<file path="src/rtl/clock_monitor_pkg.sv">
// Shared types and constants for the clock frequency monitor.
package clock_monitor_pkg;

  localparam int COUNT_W = 32;
  localparam logic [COUNT_W-1:0] COUNT_SAT = '1;

  typedef enum logic [1:0] {
    IDLE,
    ARM,
    GATE,
    REPORT
  } state_t;

  function automatic logic [COUNT_W-1:0] sat_inc(input logic [COUNT_W-1:0] v);
    return (v == COUNT_SAT) ? v : v + COUNT_W'(1);
  endfunction

endpackage

</file>
<file path="src/rtl/clock_monitor_if.sv">
// Monitored clock, enable and measurement result bundle; master drives mon_clk/enable, slave reports.
interface clock_monitor_if;
  import clock_monitor_pkg::*;

  logic               mon_clk;
  logic               enable;
  logic               measure_valid;
  logic [COUNT_W-1:0] measure_count;
  logic               clock_ok;
  logic               clock_lost;

  modport master (
    output mon_clk, enable,
    input  measure_valid, measure_count, clock_ok, clock_lost
  );

  modport slave (
    input  mon_clk, enable,
    output measure_valid, measure_count, clock_ok, clock_lost
  );

endinterface

</file>
<file path="src/rtl/clock_monitor_sync.sv">
// Two-flop synchronizer plus history flop; rise pulses one cycle per synchronized rising edge.
// Latency 2-3 clk from the asynchronous edge; no backpressure.
module clock_monitor_sync (
  input  logic clk,
  input  logic reset_n,
  input  logic async_in,
  output logic rise
);

  logic sync1, sync2, hist;

  always_ff @(posedge clk or negedge reset_n) begin
    if (!reset_n) begin
      sync1 <= 1'b0;
      sync2 <= 1'b0;
      hist  <= 1'b0;
    end else begin
      sync1 <= async_in;
      sync2 <= sync1;
      hist  <= sync2;
    end
  end

  assign rise = sync2 & ~hist;

endmodule

</file>
<file path="src/rtl/clock_monitor.sv">
// Counts mon_clk rising edges over a gate of gate_cycles clk cycles and reports count/ok/lost.
// Result every gate_cycles+2 cycles while enabled; no backpressure, dropping enable discards the window.
module clock_monitor
  import clock_monitor_pkg::*;
#(
  parameter int input_frequency = 100_000_000,
  parameter int gate_cycles     = 100_000,
  parameter int expected_count  = int'(64'(gate_cycles) * 64'd16_000_000 / 64'(input_frequency)),
  parameter int tolerance       = 16
) (
  input logic            clk,
  input logic            reset_n,
  clock_monitor_if.slave mon
);

  localparam int TW = $clog2(gate_cycles + 1);
  localparam logic [TW-1:0] GATE_LAST = TW'(gate_cycles - 1);
  localparam logic signed [COUNT_W:0] EXP_S = $signed((COUNT_W+1)'(expected_count));
  localparam logic signed [COUNT_W:0] TOL_S = $signed((COUNT_W+1)'(tolerance));

  logic [1:0]         rst_sync;
  logic               rst_n_int;
  logic               mon_rise;
  state_t             state, state_nxt;
  logic [TW-1:0]      gate_timer;
  logic [COUNT_W-1:0] edge_count;
  logic signed [COUNT_W:0] diff, mag;
  logic               in_tol;
  logic               measure_valid, clock_ok, clock_lost;
  logic [COUNT_W-1:0] measure_count;

  // Assertion is immediate; release reaches the logic two clk edges later.
  always_ff @(posedge clk or negedge reset_n) begin
    if (!reset_n) rst_sync <= 2'b00;
    else          rst_sync <= {rst_sync[0], 1'b1};
  end
  assign rst_n_int = rst_sync[1];

  clock_monitor_sync u_sync (
    .clk      (clk),
    .reset_n  (rst_n_int),
    .async_in (mon.mon_clk),
    .rise     (mon_rise)
  );

  always_ff @(posedge clk or negedge rst_n_int) begin
    if (!rst_n_int) state <= IDLE;
    else            state <= state_nxt;
  end

  always_comb begin
    state_nxt = state;
    case (state)
      IDLE:    if (mon.enable) state_nxt = ARM;
      ARM:     state_nxt = mon.enable ? GATE : IDLE;
      GATE: begin
        if (!mon.enable)               state_nxt = IDLE;
        else if (gate_timer == GATE_LAST) state_nxt = REPORT;
      end
      REPORT:  state_nxt = mon.enable ? ARM : IDLE;
      default: state_nxt = IDLE;
    endcase
  end

  always_ff @(posedge clk or negedge rst_n_int) begin
    if (!rst_n_int) begin
      gate_timer <= '0;
      edge_count <= '0;
    end else begin
      case (state)
        ARM: begin
          gate_timer <= '0;
          edge_count <= '0;
        end
        GATE: begin
          gate_timer <= gate_timer + TW'(1);
          if (mon_rise) edge_count <= sat_inc(edge_count);
        end
        default: ;
      endcase
    end
  end

  // Unsigned count widened by one bit so the difference never overflows.
  always_comb begin
    diff   = $signed({1'b0, edge_count}) - EXP_S;
    mag    = diff[COUNT_W] ? -diff : diff;
    in_tol = (mag <= TOL_S);
  end

  always_ff @(posedge clk or negedge rst_n_int) begin
    if (!rst_n_int) begin
      measure_valid <= 1'b0;
      measure_count <= '0;
      clock_ok      <= 1'b0;
      clock_lost    <= 1'b0;
    end else begin
      measure_valid <= (state == REPORT);
      if (state == REPORT) begin
        measure_count <= edge_count;
        clock_ok      <= in_tol;
        clock_lost    <= (edge_count == '0);
      end
    end
  end

  assign mon.measure_valid = measure_valid;
  assign mon.measure_count = measure_count;
  assign mon.clock_ok      = clock_ok;
  assign mon.clock_lost    = clock_lost;

endmodule

</file>
<file path="src/flat_wrapper.sv">
// flat-port wrapper written by rule: the top's interface ports become plain ports
module clock_monitor_flat import clock_monitor_pkg::*;
#(
  parameter int input_frequency = 100_000_000,
  parameter int gate_cycles     = 100_000,
  parameter int expected_count  = int'(64'(gate_cycles) * 64'd16_000_000 / 64'(input_frequency)),
  parameter int tolerance       = 16
)
  (clk, reset_n, mon_mon_clk, mon_enable, mon_measure_valid, mon_measure_count, mon_clock_ok, mon_clock_lost);
  clock_monitor_if mon_i ();
  input logic clk;
  input logic reset_n;
  input wire logic [$bits(mon_i.mon_clk)-1:0] mon_mon_clk;
  input wire logic [$bits(mon_i.enable)-1:0] mon_enable;
  output wire logic [$bits(mon_i.measure_valid)-1:0] mon_measure_valid;
  output wire logic [$bits(mon_i.measure_count)-1:0] mon_measure_count;
  output wire logic [$bits(mon_i.clock_ok)-1:0] mon_clock_ok;
  output wire logic [$bits(mon_i.clock_lost)-1:0] mon_clock_lost;
  assign mon_i.mon_clk = mon_mon_clk;
  assign mon_i.enable = mon_enable;
  assign mon_measure_valid = mon_i.measure_valid;
  assign mon_measure_count = mon_i.measure_count;
  assign mon_clock_ok = mon_i.clock_ok;
  assign mon_clock_lost = mon_i.clock_lost;
  clock_monitor #(.input_frequency(input_frequency), .gate_cycles(gate_cycles), .expected_count(expected_count), .tolerance(tolerance)) u_core (.clk(clk), .reset_n(reset_n), .mon(mon_i));
endmodule
</file>
<file path="config.mk">
export PLATFORM = sky130hd
export DESIGN_NAME = clock_monitor_flat
export DESIGN_NICKNAME = d
export VERILOG_FILES = /design/src/rtl/clock_monitor_pkg.sv /design/src/rtl/clock_monitor_if.sv /design/src/rtl/clock_monitor_sync.sv /design/src/rtl/clock_monitor.sv /design/src/flat_wrapper.sv
export SDC_FILE = /design/constraint.sdc
export NUM_CORES = 1
export LEC_CHECK = 0
export CORE_ASPECT_RATIO = 0.8
export CORE_MARGIN = 2
export CORE_UTILIZATION = 66
export CTS_BUF_LIST = sky130_fd_sc_hd__clkbuf_4 sky130_fd_sc_hd__clkbuf_8
export DETAILED_ROUTE_END_ITERATION = 10
export GPL_ROUTABILITY_DRIVEN = 1
export PLACE_DENSITY = 0.88
export SLEW_MARGIN = 0
export SYNTH_ARGS = -nofsm -noshare
export SYNTH_HDL_FRONTEND = slang
export SYNTH_SLANG_ARGS = --single-unit
</file>
<file path="constraint.sdc">
create_clock -name clk -period 7.3 [get_ports clk]
set_input_delay 1.825 -clock clk [delete_from_list [all_inputs] [get_ports clk]]
set_output_delay 1.825 -clock clk [all_outputs]
set_load 0.005 [all_outputs]
</file>
==> flow_summary.yaml <==
sta:
  hold_viol_final: 0
  maxSlewHeadroom: 0.2607
  maxSlewViolCount: 0
  fin_ws_ns: 4.212
  setup_viol: 0
  fin_crit_sh: 0.4231
  finalSetupTns_ns: 0
  max_freq_mhz: 323.8
  fin_skew_ns: 0.01322
  rsz0062_at_grt: "no"
  period_needed_ns: 3.088
  tightest_slew_ns: 1.109
synthesis:
  synth.top_cell.area_share: 0.4415
  synth.most_common_cell: "dfrtp_1"
  netlist_top_cells_count: "dfrtp_1, nor2_1, xor2_1"
  ys_types: 66
  syn_nets: 550
  synth_top_family_by_area: "simple AND/OR/NAND/NOR gates"
  ys.flop_type: "dfrtp_1"
  yosysSeqAreaShare: 0.4415
  synth_mux_area_frac: 0.07569
  synthXorXnorAreaFrac: 0.09170
  syn_area_mm2: 0.005157
  yosys_warnings: 0
  async_flop_share: 1.000
  synth.avg_cell_area_um2: 9.640
  synth_top_area_cell: "dfrtp_1"
  synthTopCellsByArea: "dfrtp_1, mux2_2, xor2_1, nor2_1, xnor2_1"
  synth_edf_count: 0
  synth_compound_area_frac: 0.08443
  synthAdderAreaFrac: 0.02669
  post_synth_and_or_nand_nor_area_fraction: 0.2246
  ys_ff_latch: 91
  synthCells: 535
place:
  dp_hpwl_um: 7541
  io_buffers: 38
  pre_cts_slack_ns: 4.115
  place_congestion: 0.9146
  dp.cells: 641
floorplan:
  ioPinCount: 39
  start_util: 0.6879
  num_rows: 28
  fp.dieH_um: 83.07
  core-area_mm2: 0.007497
  dieArea_mm2: 0.008542
  chipWidth_um: 102.8
worst_setup_path:
  critPathKind: "reg2out"
  arrival_ns: 1.26
  worstReg2RegStart: "u_core.edge_count[7]"
  cpMaxStageDelayCell: "clkdlybuf4s50_1"
  cp-start-kind: "register"
  worst-path-max-fanout: 2
  critPathBufInv: 1
  cpLargestDelayFamily: "buffers and inverters"
  max_stage_delay_ns: 0.51
  end_kind: "output port"
  crit_required_ns: 5.48
  worstPathCellList: "clkdlybuf4s50_1"
  crit_path_start: "u_core.mon.clock_ok"
run_status:
  status: "completed"
clocking:
  post_cts.repair.setup_buffers: 0
  clockBufferDepth: 2
  cts_hold_buf: 0
  cts-root-buf: "clkbuf_8"
  tritoncts: "yes"
  clock_latency_ns: 0.37
  cts_resized: 0
  numCtsBuffers: 9
  cts.reportedPaths.clkPinSlew_ns: 0.10
  clkSinkCount: 91
  h-tree-depth: 3
detailed_routing:
  drc: 0
  drt_iter0_drc: 345
  totalWireLength_um: 11100
  dr.pass1.iters: 5
  vias_per_cell: 6.186
  ant_nets: 0
  routedWlPerCell_um: 16.90
  vias: 4064
global_routing:
  grt.total_usage: 0.2733
  antenna_found_initial: 0
  grt_pass1_vias: 3892
  grt_max_degree: 90
  grt_pass1_wl_um: 18550
  gr-usage-met3: 0.07155
  grt_overflow: 0
  grt_use_met2: 0.3999
  grt_busiest_layer: "met2"
  use_met1: 0.3947
min_path:
  hp-class: "reg2reg"
  hp-start: "u_core.rst_sync[0]"
finish:
  ff_latch_area_mm2: 0.002281
  antenna_cells: 0
  final_cells: 657
  final_nets: 562
  fill_cells: 555
  final_layout_size_suffix_gt1_frac: 0.1268
  multiInputGateArea_mm2: 0.002601
  area_delta_synth_final_pct: 10.19
power_and_ir_drop:
  ir_drop_v: 0.0001726
  leakage_nw: 2.498
  power_density_mw_per_mm2: 204.2
job:
  max_cap_violations: 0
cell usage in the layout, fill, tap and decap left out, types with 3 or more instances in the layout:
cell type and instances:
and3_1 14, o21ai_0 21, dfrtp_1 90, a21oi_1 10, clkdlybuf4s50_1 38, xnor2_1 19
inv_6 3, buf_4 3, nor4_1 10, clkbuf_8 10, mux2i_1 3, and3_2 3
inv_1 20, xor2_1 35, or3_1 6, nor3_1 16, nand2_1 34, nor2_1 56
nand4_1 23, nor2b_1 3, nand3b_1 3, and4_1 5, and2_1 3, nand3_1 24
mux2_2 32, ha_1 11
logic make-up after synthesis:
family                   after synthesis
AND/OR/NAND/NOR                      219
adder cells (fa/ha/maj)               11
multiplexers                          35
flip-flops                            91
AO/OA/AOI/OAI                         64
buffers and inverters                 60
other                                  1
XOR/XNOR                              54
worst paths after layout:
path                       slack [ns]  cells past startpoint             endpoint
setup / recovery                 4.21                      1         mon_clock_ok
hold / removal                   0.37                      0   u_core.rst_sync[1]
setup reg to reg                 4.24                      9  u_core.mon.clock_ok
hold reg to reg                  0.37                      0   u_core.rst_sync[1]
max in group asynchronous        5.58                      1   u_core.rst_sync[1]
min in group asynchronous        0.55                      0  u_core.u_sync.sync1
layout make-up:
class	instances	share of cell area
inverter	20	0.01321
multi-input combinational	384	0.4577
timing repair buffer	41	0.07089
sequential	91	0.4014
clock buffer	10	0.02422
tap	105	0.02312
clock inverter	6	0.009467
registers in the layout, indices dropped and copies added, names as in the netlist:
register and flops:
u_core.state 2, u_core.mon.clock_lost 1, u_core.u_sync.hist 1, u_core.edge_count 32
u_core.mon.measure_count 32, u_core.mon.measure_valid 1, u_core.u_sync.sync1 1, u_core.mon.clock_ok 1
u_core.u_sync.sync2 1, u_core.rst_sync 2, u_core.gate_timer 17
metrics by stage:
stage	util	hold slack [ns]	total power [mW]	area, µm²
floorplan	-	0.3312	0.7518	5157
global placement	0.7325	0.3354	0.8193	5492
detailed placement	0.7325	0.3363	0.8338	5492
CTS	0.7580	0.3707	1.161	5683
global route	0.7580	0.3810	1.212	5683
finish	0.7580	0.3705	1.160	5683
power breakdown:
group	switching [mW]	internal [mW]	leakage, nW
registers	0.0268	0.523	1.25
clock network	0.193	0.140	0.0958
logic	0.191	0.0871	1.15
per-layer routing:
metal,vias to the layer above,part of all wire
met5,-,0
met1,1986,0.44
met3,20,0.075
met4,0,0.018
met2,169,0.46
li1,1889,-
Power figures use the tool's default switching activity.
